File: config.mk
export PLATFORM = sky130hd
export DESIGN_NAME = counter_arbiter
export DESIGN_NICKNAME = d
export VERILOG_FILES = /design/src/rtl/counter_arbiter.sv
export SDC_FILE = /design/constraint.sdc
export NUM_CORES = 1
export LEC_CHECK = 0
export CELL_PAD_IN_SITES_DETAIL_PLACEMENT = 1
export CELL_PAD_IN_SITES_GLOBAL_PLACEMENT = 2
export CORE_ASPECT_RATIO = 0.75
export CORE_MARGIN = 2
export CORE_UTILIZATION = 26
export CTS_BUF_LIST = sky130_fd_sc_hd__clkbuf_4 sky130_fd_sc_hd__clkbuf_8 sky130_fd_sc_hd__clkbuf_16
export DETAILED_ROUTE_END_ITERATION = 10
export HOLD_SLACK_MARGIN = 0.15
export MAX_ROUTING_LAYER = met4
export PLACE_DENSITY_LB_ADDON = 0.1
export REMOVE_ABC_BUFFERS = 1
export SLEW_MARGIN = 20
export SYNTH_ARGS = -nofsm -noshare
export SYNTH_HDL_FRONTEND = slang
export SYNTH_SLANG_ARGS = --single-unit
File: constraint.sdc
create_clock -name clock -period 10.4 [get_ports clock]
set_clock_uncertainty 0.1 [all_clocks]
set_input_delay 2.08 -clock clock [delete_from_list [all_inputs] [get_ports clock]]
set_output_delay 2.08 -clock clock [all_outputs]
set_load 0.005 [all_outputs]
File: src/rtl/counter_arbiter.sv
// counter_arbiter
//
// Round-robin arbiter in front of a shared WIDTH-bit counter. Each client
// presents an operation (read / inc / dec / load) on a valid/ready handshake.
// One client is granted per cycle. The granted operation is applied to the
// counter on the same clock edge, and the result is reported on the following
// cycle.
//
// Ports:
//   clock      - single clock, all state updates on posedge
//   reset_     - synchronous, active-low reset
//   req_valid  - per-client request valid            [REQUESTERS]
//   req_op     - per-client op, client i at [2i+1:2i]
//                00 read, 01 inc, 10 dec, 11 load    [2*REQUESTERS]
//   req_data   - per-client load value, client i at [WIDTH*i +: WIDTH]
//   req_ready  - one-hot combinational grant, all-zero in reset / when idle
//   out        - registered counter value
//   done       - one-cycle pulse: an op was applied on the previous edge
//   done_id    - index of the client served by that op (held while done=0)
//   wrap       - one-cycle pulse: previous op was inc from all-ones or
//                dec from zero

module counter_arbiter #(
    parameter int WIDTH      = 16,
    parameter int REQUESTERS = 4,
    parameter int ID_WIDTH   = 2
) (
    input  logic                        clock,
    input  logic                        reset_,
    input  logic [REQUESTERS-1:0]       req_valid,
    input  logic [2*REQUESTERS-1:0]     req_op,
    input  logic [WIDTH*REQUESTERS-1:0] req_data,
    output logic [REQUESTERS-1:0]       req_ready,
    output logic [WIDTH-1:0]            out,
    output logic                        done,
    output logic [ID_WIDTH-1:0]         done_id,
    output logic                        wrap
);

    localparam logic [1:0] OP_READ = 2'b00;
    localparam logic [1:0] OP_INC  = 2'b01;
    localparam logic [1:0] OP_DEC  = 2'b10;
    localparam logic [1:0] OP_LOAD = 2'b11;

    localparam logic [ID_WIDTH-1:0] LAST_ID = ID_WIDTH'(REQUESTERS - 1);

    // True when the operation crosses the modular boundary of the counter.
    function automatic logic wrap_detect(input logic [1:0]       op,
                                         input logic [WIDTH-1:0] cnt);
        logic hit;
        case (op)
            OP_INC:  hit = &cnt;
            OP_DEC:  hit = ~|cnt;
            default: hit = 1'b0;
        endcase
        return hit;
    endfunction

    // Counter value after applying one operation.
    function automatic logic [WIDTH-1:0] apply_op(input logic [1:0]       op,
                                                  input logic [WIDTH-1:0] cnt,
                                                  input logic [WIDTH-1:0] data);
        logic [WIDTH-1:0] res;
        case (op)
            OP_READ: res = cnt;
            OP_INC:  res = cnt + WIDTH'(1);
            OP_DEC:  res = cnt - WIDTH'(1);
            OP_LOAD: res = data;
            default: res = cnt;
        endcase
        return res;
    endfunction

    // Pointer advance: one past the winner, wrapping at REQUESTERS.
    function automatic logic [ID_WIDTH-1:0] ptr_after(input logic [ID_WIDTH-1:0] id);
        logic [ID_WIDTH-1:0] nxt;
        if (id == LAST_ID) begin
            nxt = '0;
        end else begin
            nxt = id + ID_WIDTH'(1);
        end
        return nxt;
    endfunction

    logic [WIDTH-1:0]      count_r;
    logic [ID_WIDTH-1:0]   next_r;
    logic                  done_r;
    logic [ID_WIDTH-1:0]   done_id_r;
    logic                  wrap_r;

    logic                  grant_found_s;
    logic [ID_WIDTH-1:0]   grant_id_s;
    logic [REQUESTERS-1:0] grant_onehot_s;
    logic                  xfer_s;
    logic [1:0]            sel_op_s;
    logic [WIDTH-1:0]      sel_data_s;
    logic [WIDTH-1:0]      count_next_s;
    logic                  wrap_next_s;

    // Winner search. The first pass covers clients at or above the pointer,
    // the second pass covers the ones below it. Together they give an
    // ascending modulo scan that starts at next_r.
    always_comb begin
        grant_found_s = 1'b0;
        grant_id_s    = '0;
        for (int i = 0; i < REQUESTERS; i++) begin
            if (!grant_found_s && req_valid[i] && (ID_WIDTH'(i) >= next_r)) begin
                grant_found_s = 1'b1;
                grant_id_s    = ID_WIDTH'(i);
            end else begin
                grant_found_s = grant_found_s;
            end
        end
        for (int i = 0; i < REQUESTERS; i++) begin
            if (!grant_found_s && req_valid[i] && (ID_WIDTH'(i) < next_r)) begin
                grant_found_s = 1'b1;
                grant_id_s    = ID_WIDTH'(i);
            end else begin
                grant_found_s = grant_found_s;
            end
        end
    end

    // One-hot grant, suppressed while reset is held so no transfer can occur.
    always_comb begin
        grant_onehot_s = '0;
        for (int i = 0; i < REQUESTERS; i++) begin
            if (reset_ && grant_found_s && (grant_id_s == ID_WIDTH'(i))) begin
                grant_onehot_s[i] = 1'b1;
            end else begin
                grant_onehot_s[i] = 1'b0;
            end
        end
    end

    assign req_ready = grant_onehot_s;
    assign xfer_s    = |grant_onehot_s;

    // Route the winner's op and load data to the counter datapath.
    always_comb begin
        sel_op_s   = OP_READ;
        sel_data_s = '0;
        for (int i = 0; i < REQUESTERS; i++) begin
            if (grant_id_s == ID_WIDTH'(i)) begin
                sel_op_s   = req_op[2*i +: 2];
                sel_data_s = req_data[WIDTH*i +: WIDTH];
            end else begin
                sel_op_s   = sel_op_s;
            end
        end
    end

    // Next counter value and wrap flag for the selected operation.
    always_comb begin
        count_next_s = apply_op(sel_op_s, count_r, sel_data_s);
        wrap_next_s  = wrap_detect(sel_op_s, count_r);
    end

    // Counter, pointer and result registers. The reset is synchronous.
    always_ff @(posedge clock) begin
        if (!reset_) begin
            count_r   <= '0;
            next_r    <= '0;
            done_r    <= 1'b0;
            done_id_r <= '0;
            wrap_r    <= 1'b0;
        end else if (xfer_s) begin
            count_r   <= count_next_s;
            next_r    <= ptr_after(grant_id_s);
            done_r    <= 1'b1;
            done_id_r <= grant_id_s;
            wrap_r    <= wrap_next_s;
        end else begin
            done_r    <= 1'b0;
            wrap_r    <= 1'b0;
        end
    end

    assign out     = count_r;
    assign done    = done_r;
    assign done_id = done_id_r;
    assign wrap    = wrap_r;

endmodule
==> results.json, run 1 <==
{
  "tritoncts": "yes",
  "postCtsSetupBuffers": 0,
  "yosys.area_share.xor_xnor_pct": 1.54,
  "post_synth_mux_area_share_pct": 1.81,
  "fp.dieArea_um2": 11800,
  "track_usage_pct": 20.4,
  "port_buffers": 101,
  "post-route-min-period_ps": 7760,
  "max_slew.worst_pin.slew_ps": 859,
  "distinct_cells_synth": 64,
  "fill_count": 1355,
  "cts_max_level": 1,
  "drt_drc_violations_left": 0,
  "floorplan.initialDensity_pct": 26.3,
  "die-height_um": 94.5,
  "boundaryPins": 102,
  "die_width_um": 125,
  "netlist_area_um2": 2840,
  "numCtsBuffers": 3,
  "yosys_warnings": 0,
  "setup_repair_after_global_routing_missed_its_margin": "false",
  "layout.cells.most_common": "sky130_fd_sc_hd__clkdlybuf4s50_1",
  "detail_route.vias_per_cell": 5.45,
  "report.power.total_mw": 0.672,
  "maxCapViolCount": 0,
  "ir_drop_mv": 0.0687,
  "p_comb_share_pct": 63.0,
  "most-common-layout-cells": "sky130_fd_sc_hd__clkdlybuf4s50_1 (101), sky130_fd_sc_hd__nand2_1 (51), sky130_fd_sc_hd__a21oi_1 (50), sky130_fd_sc_hd__o21ai_0 (24)",
  "maxSlewViolCount": 0,
  "grt_remaining_overflow": 0,
  "dpl.hpwl_um": 8400,
  "grt_pass1_wl_um": 19000,
  "post-route-worst-setup-slack_ps": 2640,
  "synth-adder-area-share_pct": 4.41,
  "hold_violations": 0,
  "worst-path-max-fanout": 26,
  "clock.fmax_mhz": 129,
  "first_global_vias": 3642,
  "slew_headroom_pct": 42.8,
  "outcome": "completed",
  "setup.worst_path.class": "in2reg",
  "crit_required_ps": 10460,
  "place_congestion": 0.861,
  "detail_route.first_pass.iterations": 4,
  "maximum_number_of_pins_on_one_net_before_global_route_repair": 37,
  "timing.critical_path.from_type": "primary input",
  "worst_setup_hold_path_clk_slew_ps": 70,
  "core_area_um2": 10800,
  "post_synth_main_area_contributors": "sky130_fd_sc_hd__dfxtp_1 (16%), sky130_fd_sc_hd__a21oi_1 (8.8%), sky130_fd_sc_hd__nand2_1 (6.7%)",
  "setup_viol": 0,
  "post-route-period-util_pct": 74.6,
  "kind_of_path_behind_the_tightest_hold_check": "reg2reg",
  "drtAntennaViolNets": 0,
  "count_of_flip_flops_with_a_built_in_enable_after_synthesis": 0,
  "power.density_nw_per_um2": 168,
  "clockPowerShare_pct": 13.3,
  "intPower_mw": 0.351,
  "vias": 3451,
  "antenna_found_initial": 0,
  "pre_cts_ws_ps": 2380,
  "cts-hold-fix-buffers": 0,
  "p_sw_mw": 0.321,
  "seq_power_share_pct": 23.7,
  "routed_wl_um": 11600,
  "drtIter0Drc": 145,
  "total_of_flip_flops_plus_latches_after_synthesis": 22,
  "post_synth_top_area_share_pct": 15.5,
  "clock_latency_ps": 270,
  "synth_compound_gate_area_share_pct": 37.2,
  "async_flop_share_pct": 0,
  "netlist.top_cell.by_area": "sky130_fd_sc_hd__dfxtp_1",
  "synth_top_family_by_area": "compound AO/OA/AOI/OAI gates",
  "number_of_nets_in_the_finished_design": 583,
  "clock-root-buffer": "sky130_fd_sc_hd__clkbuf_16",
  "layout-drive-gt1-share_pct": 4.26,
  "critical_path.endpoint_type": "flip-flop",
  "register_area_share_after_synthesis_pct": 15.5,
  "cts.path.max_buffers": 2,
  "synth_area_per_cell_um2": 6.74,
  "power_leakage_nw": 1.34,
  "finalSetupTns_ps": 0,
  "flow.area_growth_from_synthesis_pct": 41.3,
  "route.detailed.wl_per_inst_um": 18.3,
  "netlist_instances": 421,
  "ctsResizeCount": 0,
  "cp_data_arrival_time_ps": 7810,
  "n_antenna_cell": 0,
  "cts.sinks": 22,
  "dominantRegCellSynth": "sky130_fd_sc_hd__dfxtp_1",
  "row_count": 33,
  "p_sw_share_pct": 47.8,
  "synth_simple_gate_area_share_pct": 31.8
}
critical path: stages:
cell and delay, ps:
sky130_fd_sc_hd__clkdlybuf4s50_1 500, sky130_fd_sc_hd__mux2i_1 160, sky130_fd_sc_hd__nor2_1 60, sky130_fd_sc_hd__nor3_1 400, sky130_fd_sc_hd__ha_1 570, sky130_fd_sc_hd__buf_4 360, sky130_fd_sc_hd__nand3b_1 140, sky130_fd_sc_hd__a21oi_1 60
sky130_fd_sc_hd__a21oi_1 120, sky130_fd_sc_hd__nor2_1 50, sky130_fd_sc_hd__a21o_1 190, sky130_fd_sc_hd__inv_1 110, sky130_fd_sc_hd__ha_1 730, sky130_fd_sc_hd__buf_4 350, sky130_fd_sc_hd__clkinv_1 340, sky130_fd_sc_hd__o32ai_4 460
sky130_fd_sc_hd__o221ai_1 300, sky130_fd_sc_hd__a211oi_1 360, sky130_fd_sc_hd__nor3_1 90, sky130_fd_sc_hd__a311o_1 350
stage by stage:
stage	cell area [µm²]	hold WS [ps]	utilization [%]	cells
global route	4010	442	37.2	633
detailed placement	3940	394	36.5	630
finish	4010	408	37.2	633
global placement	3940	381	36.5	630
floorplan	2680	367	-	380
CTS	4010	416	37.2	633
per-layer routing:
| layer | wire [µm] | track usage (%) | vias to the layer above | share of wire (%) |
|---|---|---|---|---|
| li1 | - | - | 1724 | - |
| met1 | 5800 | 26.4 | 1652 | 50 |
| met2 | 5290 | 33.6 | 71 | 46 |
| met3 | 427 | 3.57 | 4 | 3.7 |
| met4 | 78 | 4.87 | 0 | 0.67 |
| met5 | 0 | - | - | 0 |
layout make-up:
cell class	instances	area, µm²	share of cell area, %
multi-input combinational	341	2180	54.3
timing repair buffer	110	1080	26.9
sequential	22	440	11.0
tap	140	175	4.37
clock buffer	3	75.1	1.87
inverter	17	63.8	1.59
cells in the mapped netlist (3+ instances only):
master	number
sky130_fd_sc_hd__a22oi_1	6
sky130_fd_sc_hd__nor2_1	22
sky130_fd_sc_hd__o22ai_1	3
sky130_fd_sc_hd__ha_1	10
sky130_fd_sc_hd__nand2_1	51
sky130_fd_sc_hd__a31oi_1	6
sky130_fd_sc_hd__o21a_1	3
sky130_fd_sc_hd__nor2b_1	10
sky130_fd_sc_hd__o2111ai_1	3
sky130_fd_sc_hd__o31ai_1	8
sky130_fd_sc_hd__o31a_1	3
sky130_fd_sc_hd__clkinv_1	3
sky130_fd_sc_hd__a21oi_1	50
sky130_fd_sc_hd__a22o_1	3
sky130_fd_sc_hd__and2_1	10
sky130_fd_sc_hd__clkbuf_1	38
sky130_fd_sc_hd__nand3b_1	19
sky130_fd_sc_hd__o211ai_1	12
sky130_fd_sc_hd__nor4_1	6
sky130_fd_sc_hd__a211oi_1	4
sky130_fd_sc_hd__mux2i_1	4
sky130_fd_sc_hd__o21ai_0	24
sky130_fd_sc_hd__inv_1	14
sky130_fd_sc_hd__a221oi_1	5
sky130_fd_sc_hd__dfxtp_1	22
sky130_fd_sc_hd__or3_1	7
sky130_fd_sc_hd__xnor2_1	3
sky130_fd_sc_hd__and4b_1	3
sky130_fd_sc_hd__a21o_1	4
sky130_fd_sc_hd__nand4_1	5
sky130_fd_sc_hd__a32oi_1	5
sky130_fd_sc_hd__and3_1	5
sky130_fd_sc_hd__nor3_1	12
path summary, 6_finish.rpt:
path / start / to / slack (ps) / depth (start not counted)
hold / removal: done_id[0] / done_id[0] / 410 / 2
hold reg to reg: done_id[0] / done_id[0] / 410 / 2
setup reg to reg: next_r[1] / out[15] / 4480 / 19
setup / recovery: req_valid[0] / out[15] / 2640 / 20
power groups by stage:
stage,clock (mW),combinational [mW],sequential [mW]
after floorplan,0,0.263,0.145
final,0.0896,0.423,0.159
after detailed placement,0,0.422,0.160
after global placement,0,0.417,0.161
after CTS,0.0941,0.425,0.159
after global routing,0.0953,0.472,0.165
kinds of logic (layout without fill, tap and decap cells):
family,Yosys count,after routing
buffers and inverters,58,130
XOR/XNOR,5,5
AO/OA/AOI/OAI,157,157
adder cells (fa/ha/maj),10,10
flip-flops,22,22
multiplexers,5,5
AND/OR/NAND/NOR,164,164
sequential cells by signal (all words and copies together), names as in the netlist:
signal / count
done_id: 2
out: 16
done: 1
next_r: 2
wrap: 1
Power figures use the tool's default switching activity.
==> run 2, diff against run 1 <==
--- a/config.mk
+++ b/config.mk
@@ -9,7 +9,7 @@
 export CELL_PAD_IN_SITES_GLOBAL_PLACEMENT = 2
 export CORE_ASPECT_RATIO = 0.75
 export CORE_MARGIN = 2
-export CORE_UTILIZATION = 26
+export CORE_UTILIZATION = 24
 export CTS_BUF_LIST = sky130_fd_sc_hd__clkbuf_4 sky130_fd_sc_hd__clkbuf_8 sky130_fd_sc_hd__clkbuf_16
 export DETAILED_ROUTE_END_ITERATION = 10
 export HOLD_SLACK_MARGIN = 0.15
==> constraint.sdc (replaced) <==
create_clock -name clock -period 7.57 [get_ports clock]
set_clock_uncertainty 0.1 [all_clocks]
set_input_delay 1.514 -clock clock [delete_from_list [all_inputs] [get_ports clock]]
set_output_delay 1.514 -clock clock [all_outputs]
set_load 0.005 [all_outputs]
==> results.json, run 2 (synthesis results as in run 1) <==
{
  "fill_count": 1434,
  "setup_crit_start": "req_valid[0]",
  "maxSlewViolCount": 0,
  "outcome": "completed",
  "track_usage_pct": 19.3,
  "worstReg2RegEnd": "out[10]",
  "multiInputGateArea_um2": 2180,
  "ir_drop_mv": 0.127,
  "grt_pass1_wl_um": 19000,
  "vias": 3534,
  "route.detailed.wl_per_inst_um": 18.1,
  "cts-hold-fix-buffers": 0,
  "detail_route.vias_per_cell": 5.36,
  "placedInstanceArea_um2": 3990,
  "die_width_um": 130,
  "finalSetupTns_ps": 0,
  "cp_data_arrival_time_ps": 6510,
  "gr-usage-met2_pct": 30.2,
  "numCtsBuffers": 3,
  "clock_latency_ps": 270,
  "power.density_nw_per_um2": 238,
  "crit_required_ps": 7670,
  "power_leakage_nw": 1.37,
  "cts.sinks": 22,
  "worst-path-max-fanout": 22,
  "critical_path.endpoint_type": "flip-flop",
  "r2r_slack_ps": 2430,
  "port_buffers": 101,
  "report.power.total_mw": 0.974,
  "timing.hold.ws_ps": 394,
  "post-route-period-util_pct": 84.6,
  "fp.dieArea_um2": 12700,
  "groute.layer.met1.usage_pct": 27.3,
  "reg2reg_depth": 20,
  "largest_reg_flops": 16,
  "n_antenna_cell": 0,
  "worst_r2r_startpoint": "next_r[1]",
  "number_of_nets_in_the_finished_design": 586,
  "setup.worst_path.class": "in2reg",
  "clock-root-buffer": "sky130_fd_sc_hd__clkbuf_16",
  "grt_remaining_overflow": 0,
  "maxCapViolCount": 0,
  "cts_max_level": 1,
  "ctsResizeCount": 0,
  "kind_of_path_behind_the_tightest_hold_check": "reg2reg",
  "drtIter0Drc": 130,
  "postCtsSetupBuffers": 0,
  "layout.cells.most_common": "sky130_fd_sc_hd__clkdlybuf4s50_1",
  "worst_setup_hold_path_clk_slew_ps": 80,
  "slew_headroom_pct": 37.1,
  "ff_latch_area_um2": 440,
  "setup_viol": 0,
  "drtAntennaViolNets": 0,
  "min_delay_path_depth": 2,
  "antenna_found_initial": 0,
  "final_design_area_no_fill_um2": 4100,
  "routed_wl_um": 11900,
  "hold_violations": 0,
  "drt_drc_violations_left": 0,
  "row_count": 34,
  "core_area_um2": 11600,
  "floorplan.initialDensity_pct": 24.5,
  "clock.fmax_mhz": 156,
  "maximum_number_of_pins_on_one_net_before_global_route_repair": 28,
  "dpl.hpwl_um": 8840,
  "layout-drive-gt1-share_pct": 5.23,
  "place_congestion": 0.849,
  "holdCritStartpoint": "done_id[0]",
  "min_delay_worst_endpoint": "done_id[0]",
  "first_global_vias": 3573,
  "stdcell_count": 659,
  "max_slew.worst_pin.slew_ps": 943,
  "global_route.peak_usage_layer": "met2",
  "flow.area_growth_from_synthesis_pct": 44.3,
  "tritoncts": "yes",
  "post-route-min-period_ps": 6410,
  "setup_repair_after_global_routing_missed_its_margin": "false",
  "boundaryPins": 102,
  "placed_cells": 655,
  "detail_route.first_pass.iterations": 4,
  "cts.path.max_buffers": 2,
  "most-common-layout-cells": "sky130_fd_sc_hd__clkdlybuf4s50_1 (101), sky130_fd_sc_hd__nand2_1 (51), sky130_fd_sc_hd__a21oi_1 (50), sky130_fd_sc_hd__o21ai_0 (24)",
  "timing.critical_path.from_type": "primary input",
  "die-height_um": 98.2,
  "grt.met3_usage_pct": 2.30
}
## run 2: cell count changes in the layout (fill, tap and decap cells not counted)
cell / previous run / this run
sky130_fd_sc_hd__bufinv_16: 0 / 1
sky130_fd_sc_hd__buf_4: 9 / 12
sky130_fd_sc_hd__nor3_2: 0 / 1
sky130_fd_sc_hd__nor3_1: 12 / 11
## run 2: final cells by class
cell class / instances / share of cell area [%]
Multi-Input combinational cell: 341 / 53.3
Timing Repair Buffer: 113 / 26.9
Sequential cell: 22 / 10.7
Tap cell: 162 / 4.95
Clock buffer: 3 / 1.83
Inverter: 17 / 1.56
Clock inverter: 1 / 0.733
## run 2: where the power goes
| group | internal, mW | switching [mW] | total [mW] |
|---|---|---|---|
| Clock | 0.106 | 0.0588 | 0.165 |
| Sequential | 0.143 | 0.0792 | 0.223 |
| Combinational | 0.273 | 0.314 | 0.587 |
## run 2: how the worst max path moves through the flow
stage | endpoint | slack, ps | depth (start not counted)
floorplan | out[15] | 1140 | 17
CTS | out[10] | 1160 | 20
detailed placement | out[10] | 860 | 20
global route | out[10] | 700 | 20
finish | out[10] | 1160 | 20
global placement | out[10] | 1050 | 20
## run 2: critical path, stage by stage
cell	delay, ps
sky130_fd_sc_hd__clkdlybuf4s50_1	510
sky130_fd_sc_hd__a21oi_1	180
sky130_fd_sc_hd__o21ai_0	90
sky130_fd_sc_hd__a21oi_1	340
sky130_fd_sc_hd__ha_1	730
sky130_fd_sc_hd__a21oi_1	80
sky130_fd_sc_hd__a21oi_1	150
sky130_fd_sc_hd__nor2_1	50
sky130_fd_sc_hd__a21o_1	200
sky130_fd_sc_hd__inv_1	110
sky130_fd_sc_hd__ha_1	260
sky130_fd_sc_hd__buf_4	280
sky130_fd_sc_hd__xor2_1	180
sky130_fd_sc_hd__ha_1	200
sky130_fd_sc_hd__a21boi_0	200
sky130_fd_sc_hd__o22ai_1	200
sky130_fd_sc_hd__or3_1	480
sky130_fd_sc_hd__a32o_1	300
sky130_fd_sc_hd__or3_1	370
sky130_fd_sc_hd__o211ai_1	90
## run 2: through the flow
stage / util (%) / worst slack (ps)
floorplan: - / 1140
global placement: 34.5 / 1050
detailed placement: 34.5 / 856
CTS: 35.4 / 1160
global route: 35.4 / 702
finish: 35.4 / 1160
## run 2: layer usage
metal / share of wire, % / wire length, µm
met3: 4.2 / 501
met1: 51 / 6080
met5: 0 / 0
met2: 44 / 5280
met4: 0.29 / 34
==> run 3, diff against run 2 <==
--- a/config.mk
+++ b/config.mk
@@ -9,7 +9,7 @@
 export CELL_PAD_IN_SITES_GLOBAL_PLACEMENT = 2
 export CORE_ASPECT_RATIO = 0.75
 export CORE_MARGIN = 2
-export CORE_UTILIZATION = 24
+export CORE_UTILIZATION = 21
 export CTS_BUF_LIST = sky130_fd_sc_hd__clkbuf_4 sky130_fd_sc_hd__clkbuf_8 sky130_fd_sc_hd__clkbuf_16
 export DETAILED_ROUTE_END_ITERATION = 10
 export HOLD_SLACK_MARGIN = 0.15
==> constraint.sdc (replaced) <==
create_clock -name clock -period 5.6 [get_ports clock]
set_clock_uncertainty 0.1 [all_clocks]
set_input_delay 1.12 -clock clock [delete_from_list [all_inputs] [get_ports clock]]
set_output_delay 1.12 -clock clock [all_outputs]
set_load 0.005 [all_outputs]
==> results.json, run 3 (synthesis results as in run 1) <==
{
  "outcome": "completed",
  "fp.dieArea_um2": 14500,
  "port_buffers": 101,
  "report.power.total_mw": 1.36,
  "worstReg2RegEnd": "out[15]",
  "route.detailed.wl_per_inst_um": 17.8,
  "placedInstanceArea_um2": 4140,
  "maxSlewViolCount": 0,
  "postCtsSetupBuffers": 0,
  "holdCritStartpoint": "done_id[0]",
  "worst_setup_hold_path_clk_slew_ps": 70,
  "clock.fmax_mhz": 194,
  "die-height_um": 105,
  "detail_route.first_pass.iterations": 4,
  "min_delay_worst_endpoint": "done_id[0]",
  "tritoncts": "yes",
  "cts_max_level": 1,
  "met3_length_um": 404,
  "min_delay_path_depth": 2,
  "slew_headroom_pct": 58.8,
  "vias": 3550,
  "clock-root-buffer": "sky130_fd_sc_hd__clkbuf_16",
  "floorplan.initialDensity_pct": 21.7,
  "drt_drc_violations_left": 0,
  "setup_repair_after_global_routing_missed_its_margin": "false",
  "routed.top_layer": "met4",
  "layout.cells.most_common": "sky130_fd_sc_hd__clkdlybuf4s50_1",
  "antenna_found_initial": 0,
  "setup_viol": 0,
  "setup.worst_path.class": "in2reg",
  "n_antenna_cell": 0,
  "r2r_slack_ps": 1310,
  "post-route-min-period_ps": 5160,
  "numCtsBuffers": 3,
  "drt-met1-wl_um": 6160,
  "max_slew.worst_pin.slew_ps": 617,
  "drtAntennaViolNets": 0,
  "maximum_number_of_pins_on_one_net_before_global_route_repair": 29,
  "worst_r2r_startpoint": "next_r[1]",
  "maxCapViolCount": 0,
  "power.density_nw_per_um2": 320,
  "post-route-util_pct": 32.4,
  "layout-drive-gt1-share_pct": 8.72,
  "first_global_vias": 3730,
  "crit_required_ps": 5660,
  "timing.critical_path.from_type": "primary input",
  "track_usage_pct": 17.3,
  "power_leakage_nw": 1.46,
  "row_count": 36,
  "grt_remaining_overflow": 0,
  "post-route-period-util_pct": 92.1,
  "cp_data_arrival_time_ps": 5220,
  "most-common-layout-cells": "sky130_fd_sc_hd__clkdlybuf4s50_1 (101), sky130_fd_sc_hd__nand2_1 (51), sky130_fd_sc_hd__a21oi_1 (50), sky130_fd_sc_hd__buf_4 (31), sky130_fd_sc_hd__o21ai_0 (24)",
  "critical_path.endpoint_type": "flip-flop",
  "die_width_um": 138,
  "drtIter0Drc": 121,
  "flow.area_growth_from_synthesis_pct": 49.7,
  "reg2reg_depth": 20,
  "met2RoutedLength_um": 5550,
  "ir_drop_mv": 0.135,
  "boundaryPins": 102,
  "largest_reg_flops": 16,
  "clock_latency_ps": 270,
  "cts.path.max_buffers": 2,
  "cts-hold-fix-buffers": 0,
  "worst-path-max-fanout": 25,
  "timing.hold.ws_ps": 405,
  "hold_violations": 0,
  "ctsResizeCount": 0,
  "place_congestion": 0.836,
  "kind_of_path_behind_the_tightest_hold_check": "reg2reg",
  "final_design_area_no_fill_um2": 4250,
  "routed_wl_um": 12200,
  "dpl.hpwl_um": 9150,
  "detail_route.vias_per_cell": 5.17,
  "number_of_nets_in_the_finished_design": 605,
  "grt_pass1_wl_um": 19900,
  "cts.sinks": 22,
  "core_area_um2": 13100
}
[run 3: final cells by class]
type | count | area [µm²]
flip-flops and latches | 22 | 440
multi-input cells | 341 | 2180
inverters | 17 | 63.8
clock buffers | 3 | 75.1
clock inverters | 1 | 30.0
well taps | 171 | 214
fillers | 1602 | 8860
repair buffers | 132 | 1240
[run 3: metal layers]
layer  GRT usage [%]  vias up
met2            28.6       86
met5               -        -
met1            23.0     1692
met3            2.38        8
li1                -     1764
met4            2.48        0
[run 3: how the worst max path moves through the flow]
stage / start / endpoint / slack (ps) / cells after the start
floorplan: req_valid[2] / out[15] / -440 / 17
CTS: req_valid[0] / out[15] / 440 / 21
detailed placement: req_valid[0] / out[15] / 170 / 21
finish: req_valid[0] / out[15] / 440 / 19
global route: req_valid[0] / out[10] / 30 / 21
global placement: req_valid[0] / out[15] / 250 / 21
[run 3: report_power, final]
group	internal, mW	switching, mW	total, mW
Clock	0.143	0.0766	0.219
Combinational	0.401	0.439	0.840
Sequential	0.194	0.106	0.300
Total	0.738	0.621	1.36
[run 3: stage by stage]
step	setup TNS [ps]	cells	setup slack, ps
after floorplan	-1210	380	-438
after global placement	0	683	248
after detailed placement	0	683	167
after CTS	0	687	440
after global routing	0	687	29.9
final	0	687	442
[run 3: worst max-delay path, stage by stage]
cell                              delay, ps
sky130_fd_sc_hd__clkdlybuf4s50_1        490
sky130_fd_sc_hd__a21oi_1                170
sky130_fd_sc_hd__o21ai_0                 80
sky130_fd_sc_hd__a21oi_1                190
sky130_fd_sc_hd__inv_1                   80
sky130_fd_sc_hd__ha_1                   250
sky130_fd_sc_hd__nand3b_1               180
sky130_fd_sc_hd__a21oi_1                140
sky130_fd_sc_hd__a21oi_1                 50
sky130_fd_sc_hd__nor2_1                 100
sky130_fd_sc_hd__a21o_1                 180
sky130_fd_sc_hd__ha_2                   250
sky130_fd_sc_hd__buf_4                  280
sky130_fd_sc_hd__and4b_1                270
sky130_fd_sc_hd__a22o_2                 330
sky130_fd_sc_hd__o221ai_1               280
sky130_fd_sc_hd__a211oi_1               170
sky130_fd_sc_hd__o31a_1                 270
sky130_fd_sc_hd__a311o_1                310
